File: config.mk
export PLATFORM = sky130hd
export DESIGN_NAME = snn_step_seq
export DESIGN_NICKNAME = d
export VERILOG_FILES = /design/src/rtl/snn_step_seq.sv
export SDC_FILE = /design/constraint.sdc
export NUM_CORES = 1
export LEC_CHECK = 0
export ABC_AREA = 1
export CORE_AREA = 2 2 214 216
export DETAILED_ROUTE_END_ITERATION = 10
export DIE_AREA = 0 0 216 218
export PLACE_DENSITY_LB_ADDON = 0.05
export REMOVE_ABC_BUFFERS = 1
export SLEW_MARGIN = 5
export SYNTH_ARGS = -nofsm -noshare
export SYNTH_HDL_FRONTEND = slang
export SYNTH_SLANG_ARGS = --single-unit
File: constraint.sdc
create_clock -name clk -period 4.1 [get_ports clk]
set_clock_uncertainty 0.2 [all_clocks]
set_input_delay 0.82 -clock clk [delete_from_list [all_inputs] [get_ports clk]]
set_output_delay 0.82 -clock clk [all_outputs]
set_load 0.02 [all_outputs]
File: src/rtl/snn_step_seq.sv
// Timestep sequencer for snn_core: fetch events, settle, emit spike rows, optional STDP scan.
// Optional weight dump stream is compiled in with `define SNN_SEQ_WDUMP_EN.
module snn_step_seq #(
  parameter int unsigned F  = 48,
  parameter int unsigned N  = 96,
  parameter int unsigned TW = 16,
  parameter int unsigned AW = $clog2(F*N)
) (
  input  logic          clk,
  input  logic          rst,
  input  logic          start,
  input  logic [TW-1:0] t_steps,
  input  logic          learn_en,
  output logic          busy,
  output logic          done,
  output logic          ev_rd,
  output logic [TW-1:0] ev_addr,
  input  logic [F-1:0]  ev_data,
  output logic [F-1:0]  core_event_vec,
  input  logic [N-1:0]  core_spikes,
  output logic          stdp_enable,
  output logic [F-1:0]  stdp_pre_bits,
  output logic [N-1:0]  stdp_post_bits,
  output logic          spk_valid,
  output logic [N-1:0]  spk_data,
  output logic [TW-1:0] spk_step,
  input  logic          spk_ready,
  output logic [AW-1:0] rb_addr,
  input  logic [15:0]   rb_data,
  output logic          wb_valid,
  output logic [AW-1:0] wb_addr,
  output logic [15:0]   wb_data,
  input  logic          wb_ready
);

  localparam logic [AW:0] LAST_IDX = (AW+1)'(F*N-1);

  typedef enum logic [3:0] {
    S_IDLE, S_FETCH, S_LOAD, S_SETTLE, S_EMIT, S_LEARN, S_GAP, S_NEXT,
`ifdef SNN_SEQ_WDUMP_EN
    S_DUMP_ADDR, S_DUMP_WAIT, S_DUMP_OUT,
`endif
    S_DONE
  } state_t;

  state_t        state, nxt;
  logic [TW-1:0] t_q;
  logic [TW-1:0] steps_q;
  logic          learn_q;
  logic [AW:0]   cnt;

  always_ff @(posedge clk) begin
    if (rst) state <= S_IDLE;
    else     state <= nxt;
  end

  always_comb begin
    nxt = state;
    case (state)
      S_IDLE:   if (start) nxt = (t_steps == '0) ? S_DONE : S_FETCH;
      S_FETCH:  nxt = S_LOAD;
      S_LOAD:   nxt = S_SETTLE;
      S_SETTLE: nxt = S_EMIT;
      S_EMIT:   if (spk_ready) nxt = learn_q ? S_LEARN : S_NEXT;
      S_LEARN:  if (cnt == LAST_IDX) nxt = S_GAP;
      S_GAP:    nxt = S_NEXT;
      S_NEXT: begin
        if (t_q + TW'(1) == steps_q) begin
`ifdef SNN_SEQ_WDUMP_EN
          nxt = learn_q ? S_DUMP_ADDR : S_DONE;
`else
          nxt = S_DONE;
`endif
        end else begin
          nxt = S_FETCH;
        end
      end
`ifdef SNN_SEQ_WDUMP_EN
      S_DUMP_ADDR: nxt = S_DUMP_WAIT;
      S_DUMP_WAIT: nxt = S_DUMP_OUT;
      S_DUMP_OUT:  if (wb_ready) nxt = (cnt == LAST_IDX) ? S_DONE : S_DUMP_ADDR;
`endif
      S_DONE:   nxt = S_IDLE;
      default:  nxt = S_IDLE;
    endcase
  end

  always_comb begin
    busy           = (state != S_IDLE);
    done           = 1'b0;
    ev_rd          = 1'b0;
    ev_addr        = '0;
    spk_valid      = 1'b0;
    stdp_enable    = 1'b0;
    stdp_pre_bits  = '0;
    stdp_post_bits = '0;
    rb_addr        = '0;
    wb_valid       = 1'b0;
    case (state)
      S_FETCH: begin
        ev_rd   = 1'b1;
        ev_addr = t_q;
      end
      S_EMIT:  spk_valid = 1'b1;
      S_LEARN: begin
        stdp_enable    = 1'b1;
        stdp_pre_bits  = core_event_vec;
        stdp_post_bits = spk_data;
      end
`ifdef SNN_SEQ_WDUMP_EN
      S_DUMP_ADDR: rb_addr  = cnt[AW-1:0];
      S_DUMP_OUT:  wb_valid = 1'b1;
`endif
      S_DONE:  done = 1'b1;
      default: ;
    endcase
  end

  // cnt doubles as the STDP scan counter and the dump word index
  always_ff @(posedge clk) begin
    if (rst) begin
      t_q            <= '0;
      steps_q        <= '0;
      learn_q        <= 1'b0;
      cnt            <= '0;
      core_event_vec <= '0;
      spk_data       <= '0;
      spk_step       <= '0;
    end else begin
      case (state)
        S_IDLE: if (start) begin
          steps_q <= t_steps;
          learn_q <= learn_en;
          t_q     <= '0;
        end
        S_LOAD:   core_event_vec <= ev_data;
        S_SETTLE: begin
          spk_data <= core_spikes;
          spk_step <= t_q;
        end
        S_EMIT:   cnt <= '0;
        S_LEARN:  cnt <= cnt + (AW+1)'(1);
        S_NEXT: begin
          t_q <= t_q + TW'(1);
          cnt <= '0;
        end
`ifdef SNN_SEQ_WDUMP_EN
        S_DUMP_OUT: if (wb_ready) cnt <= cnt + (AW+1)'(1);
`endif
        default: ;
      endcase
      if (nxt == S_DONE) core_event_vec <= '0;
    end
  end

`ifdef SNN_SEQ_WDUMP_EN
  always_ff @(posedge clk) begin
    if (rst) begin
      wb_addr <= '0;
      wb_data <= '0;
    end else if (state == S_DUMP_WAIT) begin
      wb_data <= rb_data;
      wb_addr <= cnt[AW-1:0];
    end
  end
`else
  assign wb_addr = '0;
  assign wb_data = '0;
  logic unused_dump;
  assign unused_dump = ^{rb_data, wb_ready};
`endif

endmodule

==> impl_metrics.csv <==
group,metric,value,unit
final_layout,area_growth,66.5,%
pwr,leakage,5.74,nW
placed_design,numPortBuffers,489,
clock_tree,h-tree-depth,1,
synthesis,yosysUniqueCellTypes,32,
pwr,p_total,6.10,mW
synthesis,synth.top_cell.area_share,44.4,%
routing,drtPass1Iterations,4,
floorplanning,io_pins,550,
sta,min_period_over_period,96.6,%
synthesis,synth-seq-cells,211,
final_layout,instances_no_fill,2475,
routing,routed_via_density,4.10,
critical_path,startpoint,"state[2]",
critical_path,worstPathMaxFanout,107,
sta,tightest_slew,796,ps
synthesis,seq_area_frac_synth,44.4,%
clock_tree,postCtsHoldBufs,0,
synthesis,synthesis.area,9510,um^2
routing,vias,10154,
routing,wl_per_cell,17.7,um
sta,final_max_slew_viol_count,0,
hold_path,hp-start,"steps_q[11]",
final_layout,drive_gt1_share,4.32,%
clock_tree,clk_latency,550,ps
final_layout,utilization,35.3,%
synthesis,syn_avg_cell_area,6.82,um^2
floorplanning,initial_utilization,21.2,%
synthesis,ys_async_sr_fraction,0,%
critical_path,critPathRequiredTime,3080,ps
pwr,powerDensity,385,nW/um^2
sta,tns,0,ps
floorplanning,chipWidth,216,um
clock_tree,cts_tree,"done",
sta,fmax,0.253,GHz
sta,whs,259,ps
synthesis,synthTopCellsByArea,"dfxtp_1, nor2_1, o21ai_0",
global_route,grt_max_degree,108,
synthesis,yosysTopAreaCell,"dfxtp_1",
clock_tree,cts_resized,0,
routing,totalWireLength,43900,um
sta,maxSlewHeadroom,46.8,%
final_layout,fin_area,15800,um^2
synthesis,yosys_warnings,0,
hold_path,min_path_type,"reg -> reg",
routing,postRouteAntennaNets,0,
clock_tree,cts-root-buf,"clkbuf_16",
sta,postLayoutSetupSlackWorst,141,ps
placed_design,place_congestion,0.806,
synthesis,syn_inst,1396,
routing,drt_iter0_markers,528,
floorplanning,core_area,44900,um^2
clock_tree,clockBufferDepth,3,
floorplanning,die_area,47100,um^2
clock_tree,cts_made_buffers,29,
global_route,grt_pass1_wl,62700,um
clock_tree,cts_setup_buffers,0,
sta,rsz0062_at_grt,"no",
global_route,grt_pass1_vias,9307,
synthesis,synth_commonest_cells,"nor2_1, dfxtp_1, inv_1, o21ai_0, nand2_1",
final_layout,final_nets,2037,
routing,drc,0,
global_route,grt-ovfl-total,0,
critical_path,worstSetupPathType,"reg -> out",
job,max_cap_violations,0,
global_route,grt_use_total,17.6,%
sta,hold_viol,0,
placed_design,post-place-ws,756,ps
critical_path,worst_setup_path_end_kind,"primary output",
floorplanning,die_height,218,um
synthesis,synth_ff_type,"dfxtp_1",
sta,finalSetupViolCount,0,
global_route,grt_antenna_before_repair,1,
sta,period_needed,3960,ps
synthesis,synth_edf_count,0,
placed_design,placed_area,14900,um^2
critical_path,regToRegStartpoint,"t_q[0]",
clock_tree,clkSinkCount,211,
synthesis,synth.most_common_cell,"nor2_1",
critical_path,arrival,2940,ps
floorplanning,rows,78,
placed_design,dp_cells,2422,
pwr,vdd_drop_max,0.000223,V
critical_path,critPathLaunchType,"flop",
clock_tree,path_clk_slew,60,ps
outcome,status,"finished clean",
placed_design,place_hpwl,32900,um
power breakdown:
group | switching (mW) | internal [mW]
registers | 0.0761 | 2.21
clock network | 0.995 | 1.58
logic | 0.708 | 0.529
final cells by class:
| class | count | area [um^2] |
|---|---|---|
| sequential | 211 | 4220 |
| antenna | 1 | 2.50 |
| timing repair buffer | 504 | 5060 |
| multi-input combinational | 896 | 4030 |
| clock inverter | 6 | 55.1 |
| clock buffer | 46 | 920 |
| fill | 4816 | 29100 |
| inverter | 211 | 798 |
| tap | 600 | 751 |
layer usage:
layer | track usage, % | vias to the layer above | part of all wire [%]
li1 | - | 5215 | -
met4 | 4.41 | 0 | 2.6
met3 | 4.67 | 49 | 6.4
met2 | 31.8 | 289 | 50
met5 | 0 | - | 0
met1 | 20.6 | 4601 | 41
registers in the layout (all words and copies together), names as in the netlist:
register,flops
spk_step,16
core_event_vec,48
cnt,14
t_q,16
learn_q,1
spk_data,96
steps_q,16
state,4
path summary, 6_finish.rpt:
path                         to  slack, ps  depth (start not counted)
max          stdp_post_bits[93]        140                          8
min                 steps_q[11]        260                          2
max reg2reg  core_event_vec[29]       1350                         13
min reg2reg         steps_q[11]        260                          2
worst max-delay path, cell delays in order, from the launching register on:
cell and delay [ps]:
dfxtp_1 350, inv_1 50, nor2_1 200, inv_1 100, nor2_1 230, inv_4 160
buf_12 240, nor2_1 180, clkdlybuf4s50_1 740
logic make-up after synthesis:
| group | Yosys count | share of synthesized area, % |
|---|---|---|
| and+or+nand+nor | 496 | 21.1 |
| AOI/OAI and AO/OA | 350 | 18.6 |
| buffers and inverters | 331 | 15.0 |
| DFF | 211 | 44.4 |
| xor gates and xnor gates | 5 | 0.605 |
| adders and majority gates | 2 | 0.263 |
| other | 1 | 0.0394 |
placed cells by master (no fill, tap or decap), drive strengths merged, types with 2 or more instances in the layout:
master and instances:
nor3 8, nand3 41, a31oi 2, xor2 3, clkbuf 46, nor4 3, ha 2, nand4 9
or2 4, a211oi 4, conb 43, clkinv 8, a21oi 154, buf 15, dfxtp 211, nor2 261
nand2 168, inv 208, clkdlybuf4s50 489, o21ai 189
Note: power is estimated with default switching activity, not from simulation.
